**config.mk**
```make
export PLATFORM = sky130hd
export DESIGN_NAME = sigma_delta_dac
export DESIGN_NICKNAME = d
export VERILOG_FILES = /design/src/rtl/sigma_delta_dac.sv
export SDC_FILE = /design/constraint.sdc
export NUM_CORES = 1
export LEC_CHECK = 0
export BUFFER_PORTS_ARGS = -buffer_cell sky130_fd_sc_hd__buf_2
export CAP_MARGIN = 30
export CORE_ASPECT_RATIO = 0.75
export CORE_MARGIN = 1
export CORE_UTILIZATION = 25
export CTS_CLUSTER_SIZE = 24
export DETAILED_ROUTE_END_ITERATION = 12
export PLACE_DENSITY = 0.43
export SYNTH_ARGS = -nofsm -noshare
export SYNTH_HDL_FRONTEND = slang
export SYNTH_SLANG_ARGS = --single-unit
```
**constraint.sdc**
```tcl
create_clock -name clk -period 3.8 [get_ports clk]
set_clock_uncertainty 0.2 [all_clocks]
set_input_delay 0.76 -clock clk [delete_from_list [all_inputs] [get_ports clk]]
set_output_delay 0.76 -clock clk [all_outputs]
set_load 0.1 [all_outputs]
```
**src/rtl/sigma_delta_dac.sv**
```systemverilog
// Sigma-delta DAC: PCM handshake, STGS-stage CIC interpolator (x BOSR), 1-bit PDM modulator.
// Define SIGMA_DELTA_DAC_SECOND_ORDER_EN to swap the first-order modulator for a second-order loop.
module sigma_delta_dac #(
   parameter int BOSR  = 256,
   parameter int STGS  = 2,
   parameter int WDTH  = 16,
   parameter int IWDTH = WDTH + STGS * $clog2(BOSR)
) (
   input  logic                   clk,
   input  logic                   rst,
   input  logic signed [WDTH-1:0] din,
   input  logic                   din_valid,
   output logic                   din_ready,
   output logic                   pdm_out,
   output logic                   underrun
);

   localparam int LOGR  = $clog2(BOSR);
   localparam int SHIFT = (STGS - 1) * LOGR;

   logic [LOGR-1:0]         cnt_q;
   logic                    tick;
   logic                    xfer;
   logic signed [WDTH-1:0]  hold_q;
   logic                    hold_full_q;
   logic                    started_q;
   logic signed [WDTH-1:0]  cur_q;
   logic                    underrun_q;
   logic                    comb_en_q;
   logic                    inj_en_q;

   logic signed [IWDTH-1:0] comb_z_q   [STGS];
   logic signed [IWDTH-1:0] comb_z_d   [STGS];
   logic signed [IWDTH-1:0] comb_out_q;
   logic signed [IWDTH-1:0] comb_out_d;
   logic signed [IWDTH-1:0] int_q      [STGS];
   logic signed [IWDTH-1:0] inj;
   logic signed [WDTH-1:0]  y_q;
   logic                    pdm_q;
   logic                    pdm_d;

   assign tick      = (cnt_q == LOGR'(BOSR - 1));
   assign din_ready = ~hold_full_q;
   assign xfer      = din_valid & ~hold_full_q;
   assign underrun  = underrun_q;
   assign pdm_out   = pdm_q;

   always_ff @(posedge clk) begin
      if (rst) begin
         cnt_q       <= '0;
         hold_q      <= '0;
         hold_full_q <= 1'b0;
         started_q   <= 1'b0;
         cur_q       <= '0;
         underrun_q  <= 1'b0;
         comb_en_q   <= 1'b0;
         inj_en_q    <= 1'b0;
      end else begin
         cnt_q      <= cnt_q + LOGR'(1);
         comb_en_q  <= tick;
         inj_en_q   <= comb_en_q;
         underrun_q <= tick & ~hold_full_q & started_q;
         if (xfer) begin
            hold_q    <= din;
            started_q <= 1'b1;
         end
         // xfer needs an empty hold, so it never collides with the consume branch
         if (tick && hold_full_q) begin
            cur_q       <= hold_q;
            hold_full_q <= 1'b0;
         end else if (xfer) begin
            hold_full_q <= 1'b1;
         end
      end
   end

   always_comb begin
      comb_out_d = {{(IWDTH - WDTH){cur_q[WDTH-1]}}, cur_q};
      for (int unsigned k = 0; k < STGS; k++) begin
         comb_z_d[k] = comb_out_d;
         comb_out_d  = comb_out_d - comb_z_q[k];
      end
   end

   always_ff @(posedge clk) begin
      if (rst) begin
         for (int unsigned k = 0; k < STGS; k++) comb_z_q[k] <= '0;
         comb_out_q <= '0;
      end else if (comb_en_q) begin
         for (int unsigned k = 0; k < STGS; k++) comb_z_q[k] <= comb_z_d[k];
         comb_out_q <= comb_out_d;
      end
   end

   // Zero stuffing: the comb result enters the integrators for exactly one clk per slot
   assign inj = inj_en_q ? comb_out_q : '0;

   always_ff @(posedge clk) begin
      if (rst) begin
         for (int unsigned k = 0; k < STGS; k++) int_q[k] <= '0;
         y_q <= '0;
      end else begin
         int_q[0] <= int_q[0] + inj;
         for (int unsigned k = 1; k < STGS; k++) int_q[k] <= int_q[k] + int_q[k-1];
         y_q <= int_q[STGS-1][SHIFT+WDTH-1:SHIFT];
      end
   end

`ifdef SIGMA_DELTA_DAC_SECOND_ORDER_EN
   localparam int EW = WDTH + 4;
   localparam logic signed [EW+1:0] FB_MAG = (EW + 2)'(2 ** (WDTH - 1));

   function automatic logic signed [EW-1:0] sat(input logic signed [EW+1:0] v);
      if (v[EW+1:EW-1] == 3'b000 || v[EW+1:EW-1] == 3'b111) return v[EW-1:0];
      return v[EW+1] ? {1'b1, {(EW - 1){1'b0}}} : {1'b0, {(EW - 1){1'b1}}};
   endfunction

   logic signed [EW-1:0] i1_q, i2_q, i1_d, i2_d;
   logic signed [EW+1:0] fb;

   always_comb begin
      fb    = pdm_q ? FB_MAG : -FB_MAG;
      i1_d  = sat({{2{i1_q[EW-1]}}, i1_q} + {{(EW + 2 - WDTH){y_q[WDTH-1]}}, y_q} - fb);
      i2_d  = sat({{2{i2_q[EW-1]}}, i2_q} + {{2{i1_q[EW-1]}}, i1_q} - fb);
      pdm_d = ~i2_d[EW-1];
   end

   always_ff @(posedge clk) begin
      if (rst) begin
         i1_q  <= '0;
         i2_q  <= '0;
         pdm_q <= 1'b0;
      end else begin
         i1_q  <= i1_d;
         i2_q  <= i2_d;
         pdm_q <= pdm_d;
      end
   end
`else
   // The accumulator carry bit is held in pdm_q; only the low WDTH bits feed back
   logic [WDTH-1:0] acc_q;
   logic [WDTH-1:0] mod_u;
   logic [WDTH:0]   acc_d;

   always_comb begin
      mod_u = {~y_q[WDTH-1], y_q[WDTH-2:0]};
      acc_d = {1'b0, acc_q} + {1'b0, mod_u};
      pdm_d = acc_d[WDTH];
   end

   always_ff @(posedge clk) begin
      if (rst) begin
         acc_q <= '0;
         pdm_q <= 1'b0;
      end else begin
         acc_q <= acc_d[WDTH-1:0];
         pdm_q <= pdm_d;
      end
   end
`endif

endmodule

```
==> impl_metrics.ini, run 1 <==
[run_status]
run_status = finished, violations left
violations = design-rule violations, negative setup slack

[routing]
avgRoutedWirePerCell_um = 13.24
finalWirelength_mm = 26.49
drt_iter0_drc = 437
num_vias = 9124
drc = 2
firstDrtPassIters = 9
via_per_inst = 4.560
ant_nets = 0

[synth]
yosys_warnings = 0
syn-cell-area_um2 = 11250
synthArstFlopShare_pct = 0
synth_edf_count = 40
syn_nets = 1429
netlist_instances = 1303
avgSynthCellArea_um2 = 8.636
synth_seq_cells = 190
ys_types = 71
synth_ff_type = dfxtp_1
yosysSeqAreaShare_pct = 37.36

[timing]
rsz0062_at_grt = true
finalHoldViolations = 0
final.setup.tns_ns = -0.1594
setup_ws_ns = -0.07226
timing.hold.ws_ns = 0.2468
period_needed_ns = 3.872
max_slew_margin_pct = 46.21
setup_viol = 5
slew_viol_final = 0
fin_crit_sh_pct = 101.9
worstMarginPinSlew_ns = 0.8045
fmax_mhz = 258.2

[min_path]
hold_class = reg -> reg

[die]
fp-row-count = 66
die_area_um2 = 45880
die_h_um = 185.7
core-area_um2 = 43850
die_x_um = 247.0
ios = 22
start_util_pct = 25.66

[global_route]
grt_use_total_pct = 11.72
antenna_found_initial = 0
overflow = 0
first_global_vias = 8458
grt_max_degree = 49
grt_first_pass_wirelength_mm = 43.24

[setup_path]
cp_max_fo = 6
arrival_ns = 4.01
required_ns = 3.93
crit_type = reg -> reg
critPathLaunchType = register
cp-end-kind = register

[cts]
clockBufferDepth = 2
ctsHoldBuffers = 0
numCtsBuffers = 17
clk_pin_slew_ns = 0.08
clk_latency_ns = 0.45
root_buffer = clkbuf_16
cts_sinks = 190
h-tree-depth = 4
cts_tree = built

[finish]
final_nets = 1536
fillers = 4627
multi_input_area_um2 = 7068
area_growth_pct = 22.86
diodes = 0
drive_above_1_share_pct = 16.87
register_area_um2 = 4205

[flow_run]
cap_violations = 0

[place]
place.gp.congestion = 0.7779
numPortBuffers = 21
hpwl_mm = 19.38

[power_and_ir_drop]
total_leakage_power_nw = 5.933
ir_drop_uv = 311.0
finalPower_w = 0.004554
power_density_nw_per_um2 = 329.4
## cell usage in the layout (no fill, tap or decap), types with 8 or more instances in the layout
cell / n
o21ai_1: 13
ha_4: 9
o21ai_0: 41
inv_1: 65
and2_1: 63
a211oi_1: 13
a21oi_2: 8
a21o_1: 47
nand2b_1: 21
o211ai_1: 13
xor2_1: 38
nor2b_1: 37
clkbuf_16: 17
buf_6: 10
o21a_1: 13
nor3_1: 18
nand2_1: 141
nand4_1: 8
buf_4: 98
ha_1: 91
and3_1: 13
nor2_1: 107
dfxtp_1: 149
edfxtp_1: 40
a21oi_1: 95
buf_2: 20
a31oi_1: 8
xnor2_1: 36
nand3_1: 31
## kinds of logic (layout without fill, tap and decap cells)
| logic type | after synthesis | after routing | synth area share [%] |
|---|---|---|---|
| xor gates and xnor gates | 77 | 77 | 5.993 |
| buffers and inverters | 109 | 229 | 3.647 |
| adders and majority gates | 107 | 107 | 12.23 |
| AOI/OAI and AO/OA | 333 | 333 | 19.29 |
| and+or+nand+nor | 479 | 479 | 20.73 |
| muxes | 8 | 8 | 0.7560 |
| DFF | 190 | 190 | 37.36 |
## final timing paths
check                   end  slack [ns]  cells after the start            from
max          comb_out_q[19]       -0.07                     20        cur_q[0]
min          comb_out_q[21]        0.25                      2  comb_out_q[21]
max reg2reg  comb_out_q[19]       -0.07                     20        cur_q[0]
min reg2reg  comb_out_q[21]        0.25                      2  comb_out_q[21]
## critical path: stages (launching register included)
cell and delay (ns):
dfxtp_2 0.33, inv_2 0.07, ha_4 0.13, inv_2 0.03
fa_2 0.33, a21o_1 0.17, a21o_1 0.20, a21oi_4 0.21
o211ai_1 0.12, buf_4 0.17, a21oi_4 0.17, buf_6 0.13
xnor2_4 0.12, ha_4 0.25, a21o_1 0.18, o211a_1 0.25
buf_6 0.13, and3_1 0.16, a21boi_2 0.15, xor2_1 0.16
o21ai_0 0.08
## cell usage after synthesis, types with 9 or more instances
cell type  instances  area share, %
nand2b_1          22            1.2
nor2b_1           38            2.1
ha_1             102             11
nand2_1          146            4.9
xnor2_1           38            3.0
inv_1             68            2.3
o21a_1            14           0.93
edfxtp_1          40             11
and2_1            64            3.6
a31oi_1            9           0.50
nor2_1           109            3.6
o21ai_0           59            2.6
xor2_1            39            3.0
clkbuf_1          35            1.2
nand3_1           33            1.5
and3_1            13           0.72
o211ai_1          13           0.87
a211oi_1          16            1.1
nor3_1            18           0.80
dfxtp_1          150             27
a21o_1            47            3.1
a21oi_1          106            4.7
## layer usage
metal / GRT usage (%) / vias up / part of all wire, %
li1: - / 4808 / -
met1: 18.13 / 4233 / 57
met2: 16.13 / 75 / 40
met3: 2.509 / 8 / 2.3
met4: 2.519 / 0 / 0.54
met5: 0 / - / 0
## power by group
| part | total, W | switching, W | internal [W] | leakage (nW) |
|---|---|---|---|---|
| clock | 0.00187 | 0.000927 | 0.000942 | 0.292 |
| combinational | 0.000558 | 0.000306 | 0.000252 | 4.01 |
| sequential | 0.00213 | 0.0000227 | 0.00210 | 1.63 |
## through the flow
step / setup WS (ns) / area (µm²) / std cells / util [%]
after floorplan: 0.03862 / 11250 / 1303 / -
after global placement: -0.3848 / 12610 / 1952 / 28.76
after detailed placement: -0.3610 / 12640 / 1953 / 28.83
after CTS: -0.09524 / 13370 / 1991 / 30.48
after global routing: -0.3016 / 13830 / 2001 / 31.53
final: -0.07226 / 13830 / 2001 / 31.53
## final cells by class
| type | count | area share (%) |
|---|---|---|
| Clock buffer | 17 | 3.077 |
| Clock inverter | 15 | 1.249 |
| Multi-Input combinational cell | 1004 | 51.12 |
| Tap cell | 578 | 5.231 |
| Timing Repair Buffer | 129 | 7.059 |
| Inverter | 68 | 1.846 |
| Sequential cell | 190 | 30.42 |
## registers in the layout (all words and copies together), names as in the netlist
signal and flops:
inj_en_q 1, underrun 1, y_q 16, cnt_q 8
hold_q 16, hold_full_q 1, acc_q 16, started_q 1
comb_out_q 24, pdm_out 1, cur_q 16, int_q 48
comb_en_q 1, comb_z_q 40
## timing repair
action,4_1_cts,5_1_grt
hold endpoints to repair,0,0
buffers inserted,6,11
pin swaps,32,65
setup endpoints to repair,15,15
resized for setup,29,80
No activity file was read; power rests on OpenSTA's default activity.
==> run 2: changes to the inputs <==
--- a/config.mk
+++ b/config.mk
@@ -7,8 +7,7 @@
 export LEC_CHECK = 0
 export BUFFER_PORTS_ARGS = -buffer_cell sky130_fd_sc_hd__buf_2
 export CAP_MARGIN = 30
-export CORE_ASPECT_RATIO = 0.75
-export CORE_MARGIN = 1
+export CORE_ASPECT_RATIO = 0.7
 export CORE_UTILIZATION = 25
 export CTS_CLUSTER_SIZE = 24
 export DETAILED_ROUTE_END_ITERATION = 12
==> run 2 against run 1 <==
Compared with the run above:
- the flow finishes with violations (negative setup slack)
- routed wire length shrank 1.2%
- highest routed layer unchanged
- flip-flop and latch count did not move
- sequential power about the same
- utilization is 0.28 points lower
- critical path type unchanged
- non-clock buffer count is 5 lower
==> impl_metrics.ini, run 2 (synthesized netlist as in run 1, its figures left out) <==
[finish]
largest_reg_flops = 48
most-common-layout-cells = dfxtp_1 (149), nand2_1 (144), nor2_1 (107), a21oi_1 (97), buf_4 (95)
post-route-util_pct = 31.25
drive_above_1_share_pct = 16.15
final_cell_area_um2 = 13760
top_regs = int_q x48, comb_z_q x40, comb_out_q x24
final_nets = 1531
final_common_cell = dfxtp_1
fillers = 4728
largest-register = int_q
area_growth_pct = 22.30

[place]
place_ws_ns = -0.3852
place.gp.congestion = 0.7923
hpwl_mm = 19.27
numPortBuffers = 21
place_area_um2 = 12670

[setup_path]
arrival_ns = 3.96
cp-end-kind = register
reg2reg_from = comb_z_q[0][0]
cp_max_fo = 6
reg2reg_depth = 18
r2r-end = comb_out_q[23]
required_ns = 3.94
crit_type = reg -> reg
r2r_slack_ns = -0.02
critPathLaunchType = register

[cts]
cts_sinks = 190
clk_latency_ns = 0.45
cts_tree = built
root_buffer = clkbuf_16
ctsHoldBuffers = 0
clockBufferDepth = 2
numCtsBuffers = 17
clk_pin_slew_ns = 0.08
h-tree-depth = 4

[die]
die_area_um2 = 45880
start_util_pct = 25.55
die_h_um = 179.5
core-area_um2 = 44040
ios = 22
fp-row-count = 64
die_x_um = 255.6

[timing]
fmax_mhz = 262.0
worstMarginPinSlew_ns = 0.7756
fin_crit_sh_pct = 100.5
period_needed_ns = 3.817
finalHoldViolations = 0
setup_viol = 3
rsz0062_at_grt = true
max_slew_margin_pct = 48.14
final.setup.tns_ns = -0.02692
setup_ws_ns = -0.01719
slew_viol_final = 0

[global_route]
antenna_found_initial = 0
grt_max_degree = 148
first_global_vias = 8512
overflow = 0
grt_first_pass_wirelength_mm = 43.57
grt_use_total_pct = 11.58

[power_and_ir_drop]
ir_drop_uv = 310.5
total_leakage_power_nw = 5.904
power_density_nw_per_um2 = 331.4
finalPower_w = 0.004561

[run_status]
violations = negative setup slack
run_status = finished, violations left

[routing]
finalWirelength_mm = 26.18
drc = 0
ant_nets = 0
firstDrtPassIters = 4
via_per_inst = 4.535
avgRoutedWirePerCell_um = 13.00
num_vias = 9129
drt_iter0_drc = 393

[min_path]
hold_path_end = comb_out_q[14]
hold_class = reg -> reg
hp-start = comb_out_q[14]
hold_path_depth = 2

[flow_run]
cap_violations = 0
-- run 2: critical path, cell delays in order (launching register included) --
cell      delay, ns
edfxtp_1       0.39
ha_4           0.15
inv_2          0.03
fa_2           0.34
a21o_1         0.17
a21o_1         0.19
a21oi_4        0.20
o211ai_1       0.10
buf_4          0.17
a21oi_4        0.19
buf_6          0.13
a21o_1         0.16
ha_4           0.17
and3_4         0.18
and4_4         0.24
nand3_2        0.09
nand3b_1       0.19
and4_1         0.19
a211o_1        0.22
-- run 2: metrics by stage --
step                hold slack (ns)  cells
finish                       0.2466   2013
global route                 0.2735   2012
CTS                          0.2476   2008
detailed placement           0.2369   1969
global placement             0.2297   1968
floorplan                    0.2167   1303
-- run 2: repair_timing --
action,in CTS,in global routing
buffers inserted,7,4
hold endpoints to repair,0,0
gates resized for setup,54,33
endpoints found under the setup margin,14,14
pin swaps,46,37
-- run 2: worst max-delay path by stage --
stage,to,cells past startpoint,slack [ns],startpoint
final,comb_out_q[23],18,-0.02,comb_z_q[0][0]
after global routing,comb_out_q[22],19,-0.21,comb_z_q[0][0]
after CTS,comb_out_q[23],17,-0.08,comb_z_q[0][0]
after detailed placement,comb_out_q[22],19,-0.39,cur_q[0]
after global placement,comb_out_q[16],19,-0.35,cur_q[0]
after floorplan,comb_out_q[22],19,0.04,cur_q[0]
-- run 2: final cells by class --
type	count	area [µm²]	area share, %
timing repair buffer	124	948.4	6.891
multi-input combinational	1004	6985	50.75
clock buffer	17	425.4	3.091
clock inverter	15	197.7	1.436
inverter	68	255.2	1.855
antenna	1	2.502	0.01818
tap	594	743.2	5.400
sequential	190	4205	30.55
-- run 2: report_power, final --
part	switching, W	leakage, nW	internal [W]
Clock	0.000941	0.295	0.000955
Combinational	0.000294	3.98	0.000244
Sequential	0.0000229	1.63	0.00210
-- run 2: per-layer routing --
layer	vias to the layer above	global-route usage [%]	share of wire, %
met3	20	1.748	2.2
met1	4217	18.70	59
li1	4799	-	-
met5	-	0	0
met4	0	3.760	1.2
met2	93	15.07	37
==> run 3: changes to the inputs <==
==> constraint.sdc (replaced) <==
create_clock -name clk -period 3.8 [get_ports clk]
set_clock_uncertainty 0.2 [all_clocks]
set_input_delay 0.38 -clock clk [delete_from_list [all_inputs] [get_ports clk]]
set_output_delay 0.38 -clock clk [all_outputs]
set_load 0.1 [all_outputs]
==> run 3 against run 2 <==
Compared with the run above:
- routed wire length increased by 0.48%
- largest power group unchanged
- final cell count grew 1.4%
- the flow still finishes with violations (negative setup slack)
- die area stayed put
- clock-buffer cell count is the same
- worst hold slack lost 0.089 ns
- global-route usage is 0.061 points higher
- largest cell class unchanged
==> impl_metrics.ini, run 3 (synthesized netlist as in run 1, its figures left out) <==
[run_status]
run_status = finished, violations left
violations = negative setup slack

[routing]
num_vias = 9182
drc = 0
finalWirelength_mm = 26.30
via_per_inst = 4.499
firstDrtPassIters = 5
ant_nets = 0
drt_iter0_drc = 398
avgRoutedWirePerCell_um = 12.89

[finish]
register_area_um2 = 4205
final_nets = 1560
largest-register = int_q
top_regs = int_q x48, comb_z_q x40, comb_out_q x24
multi_input_area_um2 = 6988
diodes = 0
final_common_cell = dfxtp_1
finalNonFillerCells = 2041
most-common-layout-cells = dfxtp_1 (149), nand2_1 (144), buf_4 (109), nor2_1 (107), a21oi_1 (98)
area_growth_pct = 24.46
fillers = 4709
largest_reg_flops = 48
drive_above_1_share_pct = 16.59

[power_and_ir_drop]
ir_drop_uv = 312.3
total_leakage_power_nw = 6.058
combPwrFrac_pct = 11.9
power_density_nw_per_um2 = 334.2
clock_power_share_pct = 42.7
netSwitchingFraction_pct = 26.53
intPower_w = 0.003439
p_seq_share_pct = 45.4
power.switching_w = 0.001242

[global_route]
grt_max_degree = 57
antenna_found_initial = 0
first_global_vias = 8767
overflow = 0
grt_use_total_pct = 11.64
grt_first_pass_wirelength_mm = 44.14

[cts]
numCtsBuffers = 17
clk_latency_ns = 0.46
cts_tree = built
clk_pin_slew_ns = 0.08
clockBufferDepth = 2
root_buffer = clkbuf_16
cts_sinks = 190
h-tree-depth = 4

[die]
start_util_pct = 25.55
die_h_um = 179.5
ios = 22
core-area_um2 = 44040
die_x_um = 255.6
die_area_um2 = 45880
fp-row-count = 64

[min_path]
hold_path_end = int_q[0][9]
hp-start = rst
hold_path_depth = 2
hold_class = in -> reg

[timing]
fmax_mhz = 260.3
slew_viol_final = 0
rsz0062_at_grt = true
period_needed_ns = 3.842
worstMarginPinSlew_ns = 0.7963
setup_viol = 2
finalHoldViolations = 0
setup_ws_ns = -0.04209
max_slew_margin_pct = 46.75
fin_crit_sh_pct = 101.1

[setup_path]
r2r_slack_ns = -0.04
r2r-end = comb_out_q[23]
reg2reg_from = cur_q[0]
reg2reg_depth = 20
required_ns = 3.94
slowest_stage = fa_2
path_cells = inv_2 -> ha_4 -> inv_2 -> fa_2 -> a21o_1 -> a21o_1 -> a21oi_2 -> buf_4 -> o211ai_1 -> buf_4 -> a21oi_4 -> xnor2_2 -> ha_4 -> nand2_1 -> a21oi_2 -> o211a_1 -> nand2b_4 -> nand3b_1 -> and4_1 -> a211o_1
critPathLaunchType = register
crit_type = reg -> reg
arrival_ns = 3.98
cp-end-kind = register
cp_max_fo = 5
slowest_delay_ns = 0.36

[place]
numPortBuffers = 21
place_ws_ns = -0.3645
dp_cells = 1971
place.gp.congestion = 0.7884
hpwl_mm = 19.52

[flow_run]
cap_violations = 0
## run 3: changes by cell type in the layout (fill, tap and decap cells not counted), sizes merged, moves of 2 or more
cell	previous run	this run
dlygate4sd3	0	17
buf	124	136
bufinv	1	3
clkinv	7	5
clkinvlp	2	0
inv	73	75
## run 3: per-layer routing
layer  vias up  wire length (µm)  track usage [%]
li1       4855                 -                -
met1      4241             15360            18.33
met2        66             10150            15.75
met3        20               496            1.946
met4         0               291            3.401
met5         -                 0                0
## run 3: power by group through the flow
stage                     Clock, W  Sequential [W]  Combinational (W)
final                      0.00200         0.00213           0.000558
after global routing       0.00215         0.00213           0.000622
after CTS                  0.00208         0.00213           0.000528
after detailed placement         0         0.00217           0.000483
after global placement           0         0.00217           0.000480
after floorplan                  0         0.00218           0.000319
## run 3: what timing repair did
action,4_1_cts,5_1_grt
gates resized for setup,45,44
setup buffers,13,8
endpoints found under the setup margin,14,14
endpoints found under the hold margin,17,0
pin swaps,32,34
hold buffers,17,0
## run 3: how the worst max path moves through the flow
stage | to | start | slack [ns]
floorplan | comb_out_q[22] | cur_q[0] | 0.04
global placement | comb_out_q[16] | cur_q[0] | -0.35
CTS | comb_out_q[23] | cur_q[0] | -0.05
detailed placement | comb_out_q[16] | cur_q[0] | -0.36
global route | comb_out_q[23] | cur_q[0] | -0.26
finish | comb_out_q[23] | cur_q[0] | -0.04
## run 3: critical path, delay by kind of cell (launching register included)
family | cells | cell delay, ns
compound gates | 8 | 1.35
fa+ha+maj | 3 | 0.81
simple gates | 4 | 0.51
buf+inv | 4 | 0.40
flops | 1 | 0.33
xor+xnor | 1 | 0.11
## run 3: cell type report
type / instances / area share [%]
tap: 594 / 5.306
timing repair buffer: 153 / 8.335
inverter: 68 / 1.822
clock buffer: 17 / 3.037
clock inverter: 15 / 1.581
sequential: 190 / 30.03
multi-input combinational: 1004 / 49.89
## run 3: per-stage QoR
stage	total power [W]	area (µm²)	util, %	TNS, ns	hold WS (ns)
finish	0.004681	14010	31.80	-0.04971	0.1577
global route	0.004899	14010	31.80	-1.912	0.1645
CTS	0.004735	13730	31.18	-0.1217	0.1434
detailed placement	0.002657	12650	28.73	-2.828	0.2372
global placement	0.002653	12650	28.73	-2.530	0.2265
floorplan	0.002498	11250	-	0	0.2167
